**config.mk**
```make
export PLATFORM = sky130hd
export DESIGN_NAME = ex_mul_unit
export DESIGN_NICKNAME = d
export VERILOG_FILES = /design/src/rtl/ex_mul_unit.sv
export SDC_FILE = /design/constraint.sdc
export NUM_CORES = 1
export LEC_CHECK = 0
export CELL_PAD_IN_SITES_DETAIL_PLACEMENT = 0
export CELL_PAD_IN_SITES_GLOBAL_PLACEMENT = 1
export CORE_UTILIZATION = 49
export CTS_BUF_LIST = sky130_fd_sc_hd__clkbuf_8
export CTS_CLUSTER_SIZE = 8
export DETAILED_ROUTE_END_ITERATION = 16
export PLACE_DENSITY = 0.9
export RECOVER_POWER = 100
export SLEW_MARGIN = 0
export SYNTH_ARGS = -nofsm -noshare
export SYNTH_HDL_FRONTEND = slang
export SYNTH_SLANG_ARGS = --single-unit
```
**constraint.sdc**
```tcl
create_clock -name clk -period 12.1 [get_ports clk]
set_input_delay 2.42 -clock clk [delete_from_list [all_inputs] [get_ports clk]]
set_output_delay 2.42 -clock clk [all_outputs]
set_load 0.05 [all_outputs]
```
**src/rtl/ex_mul_unit.sv**
```systemverilog
// rtl/ex_mul_unit.sv - iterative 32x32 shift-add multiplier with pipeline stall and flush
module ex_mul_unit (
    input  logic        clk,
    input  logic        Reset,
    input  logic        start,
    input  logic        signedOp,
    input  logic        flush,
    input  logic [31:0] A,
    input  logic [31:0] B,
    output logic [31:0] Hi,
    output logic [31:0] Lo,
    output logic        busy,
    output logic        done,
    output logic        stall
);

    typedef enum logic [1:0] {
        IDLE = 2'd0,
        RUN  = 2'd1,
        SIGN = 2'd2,
        DONE = 2'd3
    } state_t;

    state_t      state;
    logic [5:0]  count;
    logic [63:0] acc;
    logic [31:0] a_reg;
    logic [31:0] b_reg;
    logic        neg;

    logic [31:0] a_mag;
    logic [31:0] b_mag;
    logic [63:0] addend;
    logic [63:0] result;

    // Signed requests work on magnitudes; 0x80000000 maps onto itself and is read as unsigned
    assign a_mag  = (signedOp && A[31]) ? (~A + 32'd1) : A;
    assign b_mag  = (signedOp && B[31]) ? (~B + 32'd1) : B;

    // Partial product for the multiplier bit selected by the iteration count
    assign addend = b_reg[count[4:0]] ? ({32'd0, a_reg} << count[4:0]) : 64'd0;

    // Final product with the result sign applied
    assign result = neg ? (~acc + 64'd1) : acc;

    // Control FSM, datapath registers and result registers
    always_ff @(posedge clk or posedge Reset) begin
        if (Reset) begin
            state <= IDLE;
            count <= 6'd0;
            acc   <= 64'd0;
            a_reg <= 32'd0;
            b_reg <= 32'd0;
            neg   <= 1'b0;
            Hi    <= 32'd0;
            Lo    <= 32'd0;
        end else begin
            case (state)
                IDLE: begin
                    if (start && !flush) begin
                        a_reg <= a_mag;
                        b_reg <= b_mag;
                        neg   <= signedOp & (A[31] ^ B[31]);
                        count <= 6'd0;
                        acc   <= 64'd0;
                        state <= RUN;
                    end
                end
                RUN: begin
                    if (flush) begin
                        state <= IDLE;
                    end else begin
                        acc   <= acc + addend;
                        count <= count + 6'd1;
                        if (count == 6'd31) begin
                            state <= SIGN;
                        end
                    end
                end
                SIGN: begin
                    if (flush) begin
                        state <= IDLE;
                    end else begin
                        acc   <= result;
                        Hi    <= result[63:32];
                        Lo    <= result[31:0];
                        state <= DONE;
                    end
                end
                DONE: begin
                    // ID/EX still holds the same mul here, so start is ignored
                    state <= IDLE;
                end
                default: state <= IDLE;
            endcase
        end
    end

    assign busy  = (state == RUN) || (state == SIGN);
    assign done  = (state == DONE);
    assign stall = !Reset && (((state == IDLE) && start && !flush) || busy);

endmodule

```
==> impl_summary.md, run 1 <==
Critical path
The peak per-stage delay on the critical path is 2.30 ns. The start of the worst register-to-register path is count[0]. STA classifies the critical path startpoint as a register. The type of the worst setup path is reg2reg.

The worst setup path is captured at a register. The maximum net fanout on the critical path is 54. The slowest stage cell on the critical path is sky130_fd_sc_hd__clkbuf_1. The worst-case register-to-register setup slack is 3.89 ns.

The cell type with the highest occurrence count on the critical path is sky130_fd_sc_hd__mux4_2. The number of buffers and inverters on the critical path is 2. The number of cells on the worst reg-to-reg path is 20. The number of cells on the critical path is 20. The endpoint of the most critical register-to-register path is acc[58]. STA puts the critical path data arrival time at 8.68 ns.

The kind of cell with the highest combined delay along the critical path is compound AO/OA/AOI/OAI gates. The required time reported for the critical path endpoint is 12.57 ns. Walking the worst path, the cells encountered are clkbuf_1 > mux4_2 > mux4_2 > nand2b_1 > nor3_1 > and2_0 > ha_1 > inv_1 > fa_1 > nor2b_1 > o311ai_0 > nand2_1 > a41oi_1 > o21ai_0 > a21oi_1 > o31a_1 > o41ai_1 > a21boi_0 > xor2_1 > o31ai_1.

Power
Summed over all cells, the static leakage comes to 0.00804 uW. IR analysis of the VDD net gives a maximum drop of 150 uV. For this design the ratio of total power to cell area is 240 nW/um^2.

Clocking
Post-CTS repair changed the size of 0 cells. The maximum level of the CTS H-tree is 2. The clock-pin slew on the worst setup and hold paths is 0.07 ns. The clock net in this run drives a total of 201 sinks. At the later pin of the worst-skew pair, clock insertion delay measures 0.57 ns. The post-CTS repair timing setup buffer count is 0. In this run the clock root is driven by a sky130_fd_sc_hd__clkbuf_8.

The number of clock buffers added by TritonCTS is 36. The maximum buffer depth of the clock tree is 3. After clock tree synthesis, the flow added hold-fix buffers numbering 0. TritonCTS built the clock tree.

STA
Measured against its own limit, the worst slew margin works out to -274%. Timing would allow up to 122 MHz. The count of final max-slew check failures was 410. At the pin with the least slew margin, the transition time is 5.57 ns. After layout, the worst path uses 67.8% of the clock period. Setup repair after global routing left no endpoint under its margin. The number of endpoints with negative hold slack in the final report is 0. Adding up every negative setup slack in the final design gives 0 ns. The final worst hold slack is 0.465 ns.

After layout, the minimum clock period comes to 8.21 ns. On the final layout, the worst clock skew is 0.0396 ns. Setup violations remaining at the end of the flow were counted as 0.

Global route
The initial antenna violation count was 0. Global routing used 28.8% of the available tracks across all layers. The via count of the first global-routing pass was 14,800. The pin count of the biggest net entering global routing is 132. The sum of overflow across all layers after global routing is 0. The global-route wire length before repair is 80.6 mm.

Floorplanning
The effective utilization at floorplan is 49.8%. The region available for standard cell placement spans 33,500 um^2. The die covers 34,900 um^2. After floorplanning, the core was divided into 67 placement rows. In this run the vertical extent of the chip is 187 um. 136 I/O pins were placed.

The width of the die is 187 um.

Logic synthesis
The number of standard cells after synthesis is 2,122. Dividing the synthesized area by the synthesized cell count gives 7.88 um^2. The post-synth design cell area is 16,700 um^2. Counting flops with a built-in enable in the synthesized netlist gives 0. Counting distinct cell types in the post-synthesis netlist gives 78. In this run, synthesis produced a sequential element count of 201. Counting every net in the synthesized netlist gives 2,264.

Sequential cells were found to cover 30.1% of the synthesized design area. The warning count from the yosys run is 0. For this run, asynchronously set or reset flops after synthesis account for 100%. The predominant post-synthesis flop cell is sky130_fd_sc_hd__dfrtp_1.

Detailed routing
For this block, the routed nets add up to 50.4 mm of wire. Dividing the detail-routed wire length by the instance count gives 19.0 um. In the routed layout, each cell is associated on average with a via count of 5.99. The highest routing layer actually used is met4. The number of nets with antenna violations after detailed routing is 0. Detailed routing placed a total of 22.5 mm of wire on met2. The first-iteration detailed-routing DRC count is 1,349. The first detailed-routing pass took 6 iterations. The routed metal-1 wirelength is 23.5 mm. The routed layout has 15,900 vias. The total length of routed met3 wires is 3.24 mm. In the routed design, unresolved DRC markers number 0.

Min path
The worst hold path begins at Lo[10]. The class of the tightest hold or removal check is reg2reg. The worst hold path was traced through 2 stages.

For hold timing, the worst endpoint is Lo[10].

Final layout
The synthesis-to-finish area growth is 13.5%. Cells fill 56.6% of the core in the end. The filler cells instantiated in the layout total 3,156.

Leaving out fill and tap cells, the most frequent cells in the layout are sky130_fd_sc_hd__nand2_1 (341), sky130_fd_sc_hd__o21ai_0 (287), sky130_fd_sc_hd__dfrtp_1 (197), sky130_fd_sc_hd__a21oi_1 (166), sky130_fd_sc_hd__nor2_1 (165). The most flop-heavy register is acc. The post-route netlist has 6.22% of its cells at a drive strength greater than 1. 0 antenna diodes ended up in the layout. The library cell used most frequently in the layout, excluding fill and tap cells, is sky130_fd_sc_hd__nand2_1. The number of flip-flops under the largest register name is 64.

For this run, the post-layout net count is 2,322.

Outcome
The run finished, with violations left. The final reports fail on max-capacitance violations, max-slew violations.

Placed design
The congestion estimate from routability-driven global placement came to 0.938. The half-perimeter wire length of the detailed placement result is 38.6 mm. Input and output buffers added on the ports amount to 135.

Run
Across the run, the number of max-cap violations was 4.
[power breakdown]
group	internal (uW)	leakage, uW	switching [uW]
clock	370	0.000407	290
sequential	838	0.00269	220
combinational	1020	0.00495	1810
[cell usage after synthesis (4+ instances only)]
cell type	n	area [um^2]
sky130_fd_sc_hd__dfrtp_1	201	5030
sky130_fd_sc_hd__o21bai_1	11	82.6
sky130_fd_sc_hd__a31oi_1	15	93.8
sky130_fd_sc_hd__ha_1	72	901
sky130_fd_sc_hd__nand2b_1	14	87.6
sky130_fd_sc_hd__o22ai_1	7	43.8
sky130_fd_sc_hd__or4_1	12	90.1
sky130_fd_sc_hd__or3_1	15	93.8
sky130_fd_sc_hd__o311ai_0	4	35.0
sky130_fd_sc_hd__o21a_1	12	90.1
sky130_fd_sc_hd__clkbuf_1	115	432
sky130_fd_sc_hd__a21boi_0	4	30.0
sky130_fd_sc_hd__a21o_1	26	195
sky130_fd_sc_hd__or2_2	5	31.3
sky130_fd_sc_hd__o41ai_1	9	78.8
sky130_fd_sc_hd__a32oi_1	6	52.6
sky130_fd_sc_hd__a211oi_1	21	158
sky130_fd_sc_hd__buf_1	15	56.3
sky130_fd_sc_hd__mux2_2	20	225
sky130_fd_sc_hd__and3_1	8	50.1
sky130_fd_sc_hd__mux4_2	29	653
sky130_fd_sc_hd__a41oi_1	6	52.6
sky130_fd_sc_hd__nor2b_1	20	125
sky130_fd_sc_hd__nand3_1	26	130
sky130_fd_sc_hd__a21oi_1	166	831
sky130_fd_sc_hd__o22a_1	4	35.0
sky130_fd_sc_hd__o32a_1	7	70.1
sky130_fd_sc_hd__o31ai_1	30	225
sky130_fd_sc_hd__xnor2_1	87	762
sky130_fd_sc_hd__inv_1	53	199
sky130_fd_sc_hd__mux2i_1	38	380
sky130_fd_sc_hd__nor2_1	166	623
sky130_fd_sc_hd__o221ai_1	6	52.6
sky130_fd_sc_hd__xor2_1	97	850
sky130_fd_sc_hd__nand4_1	20	125
sky130_fd_sc_hd__nand2_1	341	1280
sky130_fd_sc_hd__a22oi_1	22	165
sky130_fd_sc_hd__o21ai_0	285	1430
sky130_fd_sc_hd__nor4_1	19	119
sky130_fd_sc_hd__nor3_1	52	260
sky130_fd_sc_hd__and2_1	8	50.1
[through the flow]
step                instance area [um^2]  worst slack [ns]  std cells  total power [uW]
floorplan                          16700              4.20       2122              3070
global placement                   18300              5.42       2590              3800
detailed placement                 18300              5.41       2590              3830
CTS                                19000              5.42       2650              4510
global route                       19000              3.15       2650              4870
finish                             19000              3.89       2650              4550
[cell families after synthesis]
logic type               share of synthesized area, %
flip-flops                                       30.1
buffers and inverters                            4.24
AND/OR/NAND/NOR                                  19.5
XOR/XNOR                                         9.64
adder cells (fa/ha/maj)                          5.51
multiplexers                                     7.53
AO/OA/AOI/OAI                                    23.5
[tightest hold or removal path: cells and delay by family, from the launching register on]
| family | cells | cell delay [ns] |
|---|---|---|
| flip-flops | 1 | 0.33 |
| AND/OR/NAND/NOR | 2 | 0.10 |
[final cells by class]
type                            count  area [um^2]  share of cell area [%]
Tap cell                          448          561                    2.95
Timing Repair Buffer              151         1460                    7.70
Clock inverter                     16          126                   0.666
Multi-Input combinational cell   1734        11000                    57.8
Clock buffer                       44          606                    3.19
Sequential cell                   201         5030                    26.5
Inverter                           56          211                    1.11
[routing by layer]
layer	global-route usage (%)	vias to the layer above
met4	8.35	0
li1	-	7746
met5	0	-
met2	45.5	583
met3	4.29	93
met1	41.0	7444
[worst max-delay path by stage]
stage | start | end
finish | count[0] | acc[58]
global route | count[0] | acc[58]
CTS | flush | stall
detailed placement | flush | stall
global placement | flush | stall
floorplan | Reset | Hi[0]
(Power assumes the default switching activity.)
==> inputs of run 2 (changes only) <==
--- a/config.mk
+++ b/config.mk
@@ -7,11 +7,11 @@
 export LEC_CHECK = 0
 export CELL_PAD_IN_SITES_DETAIL_PLACEMENT = 0
 export CELL_PAD_IN_SITES_GLOBAL_PLACEMENT = 1
-export CORE_UTILIZATION = 49
+export CORE_UTILIZATION = 41
 export CTS_BUF_LIST = sky130_fd_sc_hd__clkbuf_8
 export CTS_CLUSTER_SIZE = 8
 export DETAILED_ROUTE_END_ITERATION = 16
-export PLACE_DENSITY = 0.9
+export PLACE_DENSITY = 0.81
 export RECOVER_POWER = 100
 export SLEW_MARGIN = 0
 export SYNTH_ARGS = -nofsm -noshare
==> constraint.sdc (replaced) <==
create_clock -name clk -period 7.1 [get_ports clk]
set_input_delay 1.42 -clock clk [delete_from_list [all_inputs] [get_ports clk]]
set_output_delay 1.42 -clock clk [all_outputs]
set_load 0.05 [all_outputs]
==> run 2 against run 1 <==
The flow still finishes with violations (max-capacitance violations, max-slew violations); largest power group unchanged; critical path type unchanged; non-clock buffer count grew 3; critical path depth fell by 1; die area is 19% higher; cell area rose by 0.87%; flip-flop and latch count stayed put; register-to-register slack lost 3.1 ns; total power increased by 73%; clock skew fell by 0.014 ns; sequential share of layout area fell by 0.22 points; first-iteration DRC count shrank 17%.
==> impl_summary.md, run 2 (synthesized netlist as in run 1, its figures left out) <==
Outcome
The run finished, with violations left. The final reports fail on max-capacitance violations, max-slew violations.

Final layout
The summed area of non-filler cells in the final layout is 19,100 um^2 (+0.87%). The number of flip-flops under the largest register name is 64 (unchanged). The library cell used most frequently in the layout, excluding fill and tap cells, is sky130_fd_sc_hd__nand2_1. The register area is 5040 um^2 (about the same). The utilization of the core after routing is 47.8% (-8.7 points). The total area of multi-input combinational cells is 11,000 um^2 (unchanged).

The synthesis-to-finish area growth is 14.5%. The fraction of layout instances using a drive strength above 1 is 6.69% (+0.47 points). The number of fill cells was 4,007 (+27%). The number of nets at the end of the flow is 2,327 (+0.22%). In the layout the commonest cells are sky130_fd_sc_hd__nand2_1 (341), sky130_fd_sc_hd__o21ai_0 (287), sky130_fd_sc_hd__dfrtp_1 (196), sky130_fd_sc_hd__a21oi_1 (166), sky130_fd_sc_hd__nor2_1 (165). The register with the most flip-flops in the final layout is acc.

The diode insertion count for antenna repair is 0 (unchanged).

Floorplanning
The number of standard-cell rows in the floorplan is 73 (+9.0%). The width of the die was 204 um (+9.2%). The effective utilization at floorplan is 41.8% (-8.1 points). The count of boundary I/O pins is 136 (unchanged). The floorplan die height is 204 um (+9.2%). The floorplan core area is 40,000 um^2 (+19%).

The area of the die is 41,600 um^2 (+19%).

Power
The switching power came to 4030 uW (+74%). The power share of the clock group came to 15.0% (+0.5 points). The combinational fraction of design power came to 61.5% (-0.7 points).

The final total power is 7850 uW (+73%). The worst ir drop on vdd was 180 uV (+20%). The leakage power figure is 0.00809 uW (+0.56%). The power per cell area was 410 nW/um^2 (+71%).

The cell internal power dissipation came to 3820 uW (+71%). The fraction of power consumed by sequential logic is 23.5% (+0.2 points). The switching share of total power is 51.3% (+0.39 points).

Clocking
TritonCTS built the clock tree. The clock-pin slew on the worst setup and hold paths came to 0.07 ns (about the same). The source-to-sink clock delay at the later pin of the worst-skew pair came to 0.56 ns (about the same).

The maximum buffer depth of the clock tree is 3 (unchanged). The TritonCTS buffer count came to 38 (+5.6%). The post-CTS repair timing setup buffer count was 0 (unchanged).

The total clock sinks is 201 (unchanged). CTS placed an instance of sky130_fd_sc_hd__clkbuf_8 at the clock tree root. The post-cts sizing count is 0 (unchanged). The number of buffers added to fix hold violations after cts is 0 (unchanged). The maximum level of the CTS H-tree is 2 (unchanged).

Critical path
The maximum net fanout on the critical path is 53 (-1.9%). The data arrival time of the worst path is 6.71 ns (-1.97 ns). The number of cells on the worst reg-to-reg path is 19 (-5.0%). The family with the most delay on the worst path is compound AO/OA/AOI/OAI gates. In this design, the critical path's most frequently occurring cell is sky130_fd_sc_hd__mux4_2. The peak per-stage delay on the critical path is 1.01 ns (-1.29 ns).

Among all stages on the critical path, the largest delay is contributed by sky130_fd_sc_hd__dfrtp_2. The sort of element at the end of the critical path is a register. The required time reported for the critical path endpoint is 7.53 ns (-5.04 ns). The worst setup path is launched from a register. The endpoint of the most critical register-to-register path is acc[58]. The critical path in this run is classified as reg2reg. The startpoint identified for the worst register-to-register timing path is count[1]. The worst-case register-to-register setup slack is 0.82 ns (-3.07 ns). The number of buffers and inverters on the critical path was 1 (-1). The signal on the critical path passes through mux4_2 > mux4_2 > nand2b_1 > nor3_1 > and2_0 > ha_1 > inv_1 > fa_1 > nor2b_1 > o311ai_0 > nand2_1 > a41oi_1 > o21ai_0 > a21oi_1 > o31a_1 > o41ai_1 > a21boi_0 > xor2_1 > o31ai_1.

Placed design
The last weighted congestion value of the routability-driven placer is 0.958 (+2.1%). The quantity of I/O buffers inserted on ports is 135 (unchanged). The half-perimeter wire length of the detailed placement result was 41.4 mm (+7.1%). The post-place instance area was 18,400 um^2 (+0.73%).

The worst setup slack after placement is 0.922 ns (-4.49 ns).

Detailed routing
The first-iteration detailed-routing DRC count is 1,121 (-17%). The residual DRC count is 0 (unchanged). The via count is 15,800 (-0.37%). The average wire per cell in the routed design was 19.6 um (+3.0%). The aggregate routed wire length is 53.6 mm (+6.3%).

The number of nets with antenna violations after detailed routing came to 0 (unchanged). The per-cell via count in the routed design is 5.78 (-3.5%). The count of TritonRoute iterations in the first routing pass is 6 (unchanged).

STA
The final worst-path cycle share is 88.4% (+21 points). The largest clock skew in the final design is 0.0255 ns (-0.0140 ns). The transition time of the tightest slew-check pin is 4.41 ns (-1.17 ns). The highest achievable clock rate is 159 MHz (+31%). The number of endpoints with negative hold slack in the final report is 0 (unchanged). The setup TNS is 0 ns (unchanged). The final critical path time including I/O delays and setup is 6.28 ns (-1.93 ns). The count of final max-slew check failures is 463 (+13%). The number of endpoints failing setup at the final stage was 0 (unchanged). The worst setup margin is 0.821 ns (-3.07 ns). The worst-case headroom to the max-slew limit came to -194% (+80 points). Setup repair after global routing left no endpoint under its margin.

Run
The count of maximum capacitance violations is 5 (+1).

Global route
The overall global routing resource usage is 25.8% (-3.0 points). The initial antenna violation count is 1 (+1). The sum of overflow across all layers after global routing is 0 (unchanged). The via count of the first global-routing pass is 14,900 (+0.36%).

The pin count of the biggest net entering global routing came to 132 (unchanged). The global-route wire length before repair is 84.3 mm (+4.7%).

Min path
The class of the tightest hold or removal check is reg2reg. The count of cells along the worst hold path was 2 (unchanged). The worst hold path terminates at Lo[3]. The start point of the worst hold path is Lo[3].
==> run 2: cell types whose count changed in the layout (fill, tap and decap cells not counted), sizes merged <==
cell	change
clkinv	+5
clkbuf	+3
buf	+2
clkinvlp	-1
==> run 2: worst reg2reg max path, delay by kind of cell, from the launching register on <==
family / cells / cell delay [ns]
adder cells (fa/ha/maj): 2 / 0.57
buffers and inverters: 1 / 0.05
AO/OA/AOI/OAI: 8 / 2.63
AND/OR/NAND/NOR: 5 / 1.06
multiplexers: 2 / 0.63
XOR/XNOR: 1 / 0.19
flip-flops: 1 / 1.01
==> run 2: routing by layer <==
layer	global-route usage [%]	up-vias	wire length, um
met4	8.00	2	1480
met3	4.66	87	3670
met2	38.6	493	22800
met5	0	-	7
met1	37.5	7462	25700
li1	-	7764	-
==> run 2: power groups by stage <==
stage / Sequential (uW) / Clock, uW / Combinational, uW
floorplan: 1690 / 0 / 3540
global placement: 1840 / 0 / 4750
detailed placement: 1850 / 0 / 4770
CTS: 1830 / 1210 / 4790
global route: 1890 / 1260 / 5260
finish: 1840 / 1180 / 4830
==> run 2: worst max-delay path by stage <==
stage / cells after the start / startpoint / to / slack [ns]
6_report: 19 / count[1] / acc[58] / 0.82
3_3_place_gp: 15 / count[1] / acc[60] / 1.05
5_1_grt: 19 / count[1] / acc[58] / 0.32
2_1_floorplan: 1 / Reset / Hi[0] / 0.20
3_5_place_dp: 19 / count[1] / acc[58] / 0.92
4_1_cts: 19 / count[1] / acc[58] / 0.89
==> run 2: per-stage QoR <==
step                      cells  hold slack (ns)
final                      2736            0.470
after global placement     2670            0.458
after CTS                  2736            0.478
after detailed placement   2670            0.462
after floorplan            2122            0.445
after global routing       2736            0.485
==> run 2: final cells by class <==
type,instances,share of cell area [%]
Clock inverter,20,0.752
Clock buffer,46,3.31
Multi-Input combinational cell,1734,57.3
Sequential cell,201,26.3
Timing Repair Buffer,154,7.75
Tap cell,525,3.43
Inverter,56,1.10
==> inputs of run 3 (changes only) <==
--- a/config.mk
+++ b/config.mk
@@ -5,6 +5,7 @@
 export SDC_FILE = /design/constraint.sdc
 export NUM_CORES = 1
 export LEC_CHECK = 0
+export CAP_MARGIN = 10
 export CELL_PAD_IN_SITES_DETAIL_PLACEMENT = 0
 export CELL_PAD_IN_SITES_GLOBAL_PLACEMENT = 1
 export CORE_UTILIZATION = 41
==> results of run 3 <==
Same layout as run 2: the final DEF is identical, and so are final timing and power.
